File: src/rtl/neuron_pkg.sv
// Shared definitions for the sequential neuron family: FSM states and default widths.
package neuron_pkg;

    typedef enum logic [1:0] {
        IDLE,
        MAC,
        LOSS
    } state_t;

    localparam int N_IN_DEF = 8;
    localparam int X_W_DEF  = 10;
    localparam int W_W_DEF  = 8;
    localparam int T_W_DEF  = 4;

endpackage

File: src/rtl/sq_err.sv
// Combinational squared error between the accumulated dot product and the target,
// plus the all-zero detection used to flag a trivially converged pass.
module sq_err #(
    parameter int ACC_W = 21,
    parameter int T_W   = 4,
    parameter int L_W   = 2 * (ACC_W + 1)
) (
    input  logic [ACC_W-1:0] acc,
    input  logic [T_W-1:0]   target,
    output logic [L_W-1:0]   loss,
    output logic             zero_end
);

    logic [ACC_W:0]          target_ext;
    logic signed [ACC_W:0]   diff;
    logic signed [L_W-1:0]   diff_ext;
    logic signed [L_W-1:0]   sq;

    assign target_ext = {{(ACC_W + 1 - T_W){1'b0}}, target};
    assign diff       = $signed({1'b0, acc}) - $signed(target_ext);

    // Widen before squaring so a negative difference squares to its true magnitude.
    assign diff_ext = diff;
    assign sq       = diff_ext * diff_ext;

    assign zero_end = (acc == '0) && (target == '0);
    assign loss     = zero_end ? '0 : $unsigned(sq);

endmodule

File: src/rtl/output_neuron_seq.sv
// Time-multiplexed output neuron: one shared multiplier accumulates the dot product
// over N_IN cycles, then the squared error is registered with a done pulse.
module output_neuron_seq
    import neuron_pkg::*;
#(
    parameter int N_IN = N_IN_DEF,
    parameter int X_W  = X_W_DEF,
    parameter int W_W  = W_W_DEF,
    parameter int T_W  = T_W_DEF,
    localparam int ACC_W = X_W + W_W + $clog2(N_IN),
    localparam int L_W   = 2 * (ACC_W + 1)
) (
    input  logic                  clk_i,
    input  logic                  rst_i,
    input  logic                  start_i,
    input  logic                  clear_i,
    input  logic [N_IN*X_W-1:0]   x_i,
    input  logic [N_IN*W_W-1:0]   w_i,
    input  logic [T_W-1:0]        target_i,
    output logic                  busy_o,
    output logic                  done_o,
    output logic [ACC_W-1:0]      final_o,
    output logic [L_W-1:0]        loss_o,
    output logic                  zero_end_o,
    output logic [N_IN*W_W-1:0]   weights_o
);

    localparam int IDX_W = $clog2(N_IN);

    state_t               state;
    logic [N_IN*X_W-1:0]  x_q;
    logic [N_IN*W_W-1:0]  w_q;
    logic [T_W-1:0]       target_q;
    logic [ACC_W-1:0]     acc;
    logic [IDX_W-1:0]     idx;
    logic [X_W+W_W-1:0]   prod;
    logic [L_W-1:0]       loss_c;
    logic                 zero_end_c;

    // Single shared multiplier, operand selected by the running index.
    assign prod = x_q[idx*X_W +: X_W] * w_q[idx*W_W +: W_W];

    sq_err #(
        .ACC_W (ACC_W),
        .T_W   (T_W),
        .L_W   (L_W)
    ) u_sq_err (
        .acc      (acc),
        .target   (target_q),
        .loss     (loss_c),
        .zero_end (zero_end_c)
    );

    // Operands are captured at start so the inputs are free to change during a pass.
    always_ff @(posedge clk_i or negedge rst_i) begin
        if (!rst_i) begin
            state      <= IDLE;
            x_q        <= '0;
            w_q        <= '0;
            target_q   <= '0;
            acc        <= '0;
            idx        <= '0;
            busy_o     <= 1'b0;
            done_o     <= 1'b0;
            final_o    <= '0;
            loss_o     <= '0;
            zero_end_o <= 1'b0;
            weights_o  <= '0;
        end else if (clear_i) begin
            state      <= IDLE;
            busy_o     <= 1'b0;
            done_o     <= 1'b0;
            final_o    <= '0;
            loss_o     <= '0;
            zero_end_o <= 1'b0;
        end else begin
            done_o <= 1'b0;
            case (state)
                IDLE: begin
                    if (start_i) begin
                        x_q       <= x_i;
                        w_q       <= w_i;
                        target_q  <= target_i;
                        weights_o <= w_i;
                        acc       <= '0;
                        idx       <= '0;
                        busy_o    <= 1'b1;
                        state     <= MAC;
                    end
                end
                MAC: begin
                    acc <= acc + ACC_W'(prod);
                    idx <= idx + 1'b1;
                    if (idx == IDX_W'(N_IN - 1)) begin
                        state <= LOSS;
                    end
                end
                LOSS: begin
                    final_o    <= acc;
                    loss_o     <= loss_c;
                    zero_end_o <= zero_end_c;
                    done_o     <= 1'b1;
                    busy_o     <= 1'b0;
                    state      <= IDLE;
                end
                default: begin
                    state <= IDLE;
                end
            endcase
        end
    end

endmodule

File: config.mk
export PLATFORM = sky130hd
export DESIGN_NAME = output_neuron_seq
export DESIGN_NICKNAME = d
export VERILOG_FILES = /design/src/rtl/neuron_pkg.sv /design/src/rtl/sq_err.sv /design/src/rtl/output_neuron_seq.sv
export SDC_FILE = /design/constraint.sdc
export NUM_CORES = 2
export LEC_CHECK = 0
export BUFFER_PORTS_ARGS = -buffer_cell sky130_fd_sc_hd__buf_2
export CAP_MARGIN = 15
export CORE_MARGIN = 2
export CORE_UTILIZATION = 62
export CTS_CLUSTER_SIZE = 25
export DETAILED_ROUTE_END_ITERATION = 16
export PLACE_DENSITY = 0.79
export SLEW_MARGIN = 15
export SYNTH_ARGS = -nofsm -noshare
export SYNTH_HDL_FRONTEND = slang
export SYNTH_HIERARCHICAL = 1
export SYNTH_SLANG_ARGS = --single-unit
File: constraint.sdc
create_clock -name clk_i -period 10.8 [get_ports clk_i]
set_input_delay 0.54 -clock clk_i [delete_from_list [all_inputs] [get_ports clk_i]]
set_output_delay 0.54 -clock clk_i [all_outputs]
set_load 0.05 [all_outputs]
Word level (Yosys, flattened, before mapping)
Index checks and enable logic that the tools add are counted.
{ "op_classes": {"addsub": 3, "mul": 3, "n_eq_ne": 6, "n_shift": 2, "mux": 20, "bitwise_logic": 1, "reduce_logical": 11} }
{ "op_table": {"columns": ["operator", "count"], "rows": [
  ["$mux W44", 3],
  ["$shiftx A80 B8 Y10", 1],
  ["$shiftx A64 B7 Y8", 1],
  ["$mux W21", 3],
  ["$mul A22 B22 Y44", 1],
  ["$pmux W21 S2", 1],
  ["$sub A21 B4 Y22", 1],
  ["$add A21 B18 Y21", 1],
  ["$logic_not A21 Y1", 1],
  ["$mul A10 B8 Y18", 1],
  ["$mul A3 B3 Y6 const B", 1],
  ["$mux W1", 6],
  ["$mux W2", 3],
  ["$ne A3 B3 Y1 const B", 2],
  ["$pmux W3 S2", 1],
  ["$reduce_and A3 Y1", 2],
  ["$logic_not A4 Y1", 1],
  ["$pmux W2 S2", 1],
  ["$reduce_and A2 Y1", 2],
  ["$reduce_bool A2 Y1", 2],
  ["$add A3 B1 Y3 const B", 1],
  ["$eq A3 B3 Y1 const B", 1],
  ["$mux W3", 1],
  ["$reduce_bool A3 Y1", 1],
  ["other kinds (7)", 7]
]} }
{ "word_totals": {"register_bits": 242, "word_cells": 57} }

Depth between registers and ports, before layout
{ "depth": {"depth_word": 5, "ltp_mapped": 38, "mapped_depth_nobuf": 35} }

Hierarchy
Netlist, hierarchy kept.
{ "by_module_without_submodules": {"columns": ["module", "instances", "cells_each", "area_per_inst_um2"], "rows": [
  ["sq_err", 1, 1886, 16852.4],
  ["output_neuron_seq", 1, 1329, 13315.3]
]} }

Least setup slack after synthesis
OpenSTA, ideal clock, no wires.
{ "synth_timing": {"path_kind": "reg-to-reg", "startpoint": "reg acc[0]", "endpoint": "reg loss_o[42]", "t_arrival_ns": 8.750, "t_required_ns": 10.679, "setup_slack_ns": 1.929, "stages_incl_launch_ff": 36, "synth_period_minus_slack_ns": 8.871, "cell_sequence": "dfrtp_1 -> inv_1 -> ha_1 -> fa_1 -> nor2b_1 -> o21ai_0 -> nand3b_1 -> nand2b_1 -> xor2_1 -> inv_1 -> clkbuf_1 -> nand2_1 -> inv_1 -> fa_1 -> inv_1 -> fa_1 -> inv_1 -> fa_1 -> inv_1 -> fa_1 -> inv_1 -> fa_1 -> fa_1 -> inv_1 -> fa_1 -> inv_1 -> ha_1 -> and4_1 -> nand3_1 -> or2_2 -> a211oi_1 -> nor2_1 -> a211oi_1 -> mux2i_1 -> nand2_1 -> a22o_1"} }
{ "synth_between": {"elab_chain_len": 5, "word_cells_on_any_way": 7, "cone_classes": "add/sub (1); mul (1); mux (3); reduce/logical (2)"} }
{ "synth_rtl": {"columns": ["element", "line", "source"], "rows": [
  ["from (decl)", "output_neuron_seq.sv:34", "logic [ACC_W-1:0] acc;"],
  ["from (signal assigned)", "output_neuron_seq.sv:92", "acc <= acc + ACC_W'(prod);"],
  ["$sub A21 B4 Y22 or $logic_not A21 Y1 (tied branches)", "sq_err.sv:20, sq_err.sv:26", null],
  ["$mul A22 B22 Y44 or $logic_and A1 B1 Y1 (tied branches)", "sq_err.sv:24, sq_err.sv:26", null],
  ["$mux W44 (*)", "sq_err.sv:27", "assign loss = zero_end ? '0 : $unsigned(sq);"],
  ["net loss_c[42]", "output_neuron_seq.sv:37", "logic [L_W-1:0] loss_c;"],
  ["$mux W44 (*)", "output_neuron_seq.sv:78", "case (state)"],
  ["$mux W44 (*)", "output_neuron_seq.sv:69", "end else if (clear_i) begin"],
  ["to (signal assigned)", "output_neuron_seq.sv:100", "loss_o <= loss_c;"],
  ["to (decl)", "output_neuron_seq.sv:23", "output logic [L_W-1:0] loss_o,"]
]} }
The timed path passes the listed nets; every way through them passes the cells marked *. The select of a mux whose other input is x is not followed.
A chain may end at the register's enable or synchronous reset.

Worst setup path in the final report
{ "layout_timing": {"startpoint": "reg acc[0]", "endpoint": "reg loss_o[43]"} }
The elaborated chain is that of the path after synthesis.

==> impl_metrics.ini <==
[critical_path]
critPathLaunchType = flip-flop
cp_data_arrival_time_ps = 10720
max_stage_delay_ps = 700
crit_path_end_kind = flip-flop
crit_slowest_cell = fa_1
worst-r2r-cell-count = 36
critical_path_class = flip-flop to flip-flop
r2r_start = acc[0]
worst_setup_startpoint = acc[0]
critical_path_peak_fanout = 21
cp.required_ps = 11250

[finish]
postLayoutCellArea_um2 = 33300
numnets_final = 4325
fraction_of_final_layout_cells_with_drive_strength_greater_than_1_pct = 13.4
layout.cells.most_common = inv_1
syn_to_final_growth_pct = 10.4
most_frequent_cells_in_the_layout = inv_1 (730), nand2_1 (620), fa_1 (517), buf_2 (282), dfrtp_1 (240)
insertedDiodeCount = 0

[clock_network]
ctsHtreeMaxLevel = 1
insertion_delay_ps = 600
numCtsBuffers = 28
cts.reportedPaths.clkPinSlew_ps = 70
cts_tree = built
clockRootBuffer = clkbuf_16
ctsLongestPathBuffers = 3
cts.sinks = 242

[yosys]
yosys_most_used_dff = dfrtp_1
yosys_register_bits = 242
netlist-cell-type-count = 77
syn_inst = 3215
synth.yosys.warnings = 6
netlist_area_um2 = 30200
netlist.top_cell.by_area = fa_1
synth_area_per_cell_um2 = 9.38
synthDominantCellAreaShare_pct = 34.3
ys_seq_area_share_pct = 20.1
synth_area_leaders = fa_1 (34%), dfrtp_1 (20%), inv_1 (9.1%)
synth_edf_count = 0
ys_async_sr_fraction_pct = 100

[sta]
final_hold_violations = 16
final.setup.tns_ps = 0
final-max-slew-violation-count = 0
fmaxAchievable_ghz = 0.0974
timing.clock.skew_ps = 38.0
final.hold.worst_slack_ps = -40.9
measured_slew_at_the_worst_slew_check_pin_ps = 1100
final-setup-viol-count = 0
rsz0062_at_grt = false
period_share_pct = 95.0
post-route-min-period_ps = 10260
relSlewSlack_pct = 26.2

[global_route]
grt_pass1_wl_um = 129000
number_of_global_route_vias_before_repair = 24784
globalRoute.totalOverflow = 0
use_met3_pct = 6.31
pin_count_of_the_biggest_net_entering_global_routing = 112
grt_antenna_before_repair = 5
busiest_layer = met2
grtUsageMet2_pct = 54.8
aggregate_global_route_resource_usage_pct = 32.8
globalRouteMet1Util_pct = 42.3

[place]
dpl_cell_area_um2 = 32300
hpwlAfterDp_um = 64200
io_buffers = 283
gp_congestion = 0.958

[floorplanning]
die_h_um = 225
count_of_boundary_i_o_pins = 284
initial_core_util_pct = 63.1
chipWidth_um = 225
num_rows = 80
design.die.area_um2 = 50400
placeableCoreArea_um2 = 47800

[flow_run]
max_cap_viol_count = 0

[drt]
routed-via-count = 23005
drt-initial-drc-count = 1604
drt_first_pass_iters = 5
routed_len_inst_um = 19.4
drt_drc_violations_left = 0
viasPerCell = 5.61
postRouteAntennaNets = 0
routed_wirelength_um = 79500

[run_status]
failed_checks = hold timing
run_status = finished with violations

[hold_path]
hp-class = input port to async pin
[state kept, by name (all words and copies together), names as in the netlist]
register / count
idx: 3
x_q: 80
w_q: 64
state: 2
busy_o: 1
zero_end_o: 1
target_q: 4
done_o: 1
loss_o: 44
final_o: 21
acc: 21
[through the flow]
stage	utilization, %	setup WS [ps]	hold slack (ps)	instances
6_report	69.6	536	-40.9	4098
5_1_grt	69.6	58.0	46.9	4098
4_1_cts	69.6	456	11.9	4098
3_5_place_dp	67.4	599	458	4046
3_3_place_gp	67.4	1020	453	4046
2_1_floorplan	-	1930	244	3222
[worst paths after layout]
path	to	slack [ps]
worst max register to register	loss_o[43]	540
worst min register to register	x_q[6]	480
worst min-delay path	x_q[0]	-40
max in group asynchronous	idx[0]	9230
worst max-delay path	loss_o[43]	540
min in group clk_i	x_q[34]	120
[area by class of cell]
cell class | count | area [um^2]
clock buffer | 33 | 759
clock inverter | 19 | 260
fill | 3648 | 14600
inverter | 737 | 2770
multi-input combinational | 2133 | 21000
sequential | 242 | 6060
tap | 615 | 769
timing repair buffer | 319 | 1700
[Yosys cell counts (6+ instances only)]
library cell / count
a211oi_1: 6
a21o_1: 29
a21oi_1: 60
a22o_1: 74
a31oi_1: 7
and2_1: 12
and3_1: 9
buf_2: 9
buf_4: 6
clkbuf_1: 88
dfrtp_1: 242
fa_1: 517
ha_1: 195
inv_1: 731
mux2i_1: 6
mux2i_2: 6
mux2i_4: 9
mux4_2: 36
nand2_1: 621
nand2b_1: 44
nand3_1: 23
nand4_1: 10
nor2_1: 189
nor2b_1: 8
nor3_1: 23
nor3b_1: 12
nor4_1: 9
o211ai_1: 7
o21a_1: 14
o21ai_0: 29
o21bai_1: 8
or2_2: 11
or3_1: 13
xnor2_1: 36
xor2_1: 38
[cell families after synthesis]
| kind of cell | Yosys count | share of synthesized area (%) |
|---|---|---|
| DFF | 242 | 20.1 |
| other | 2 | 0.0249 |
| xor gates and xnor gates | 77 | 2.31 |
| AOI/OAI and AO/OA | 272 | 6.48 |
| buffers and inverters | 847 | 10.7 |
| muxes | 59 | 3.91 |
| adders and majority gates | 713 | 42.4 |
| and+or+nand+nor | 1003 | 14.1 |
[what timing repair did]
action / 4_1_cts / 5_1_grt
gates resized for setup: 0 / 3
hold buffers: 0 / 0
endpoints found under the setup margin: 0 / 3
setup buffers: 0 / 0
[routing by layer]
layer  routed length [um]  share of wire (%)
met1                30800                 39
met2                38800                 49
met3                 6040                7.6
met4                 3730                4.7
met5                   69              0.087
[worst max-delay path: cells and delay by family, from the launching register on]
family	cells	cell delay, ps
AO/OA/AOI/OAI	6	1170
XOR/XNOR	2	550
adder cells (fa/ha/maj)	10	4910
buffers and inverters	10	1280
flip-flops	1	430
AND/OR/NAND/NOR	8	1770
Power is left out: the tool's default activity adds up to more than one toggle a clock period on the data nets, which glitch-free logic cannot reach.
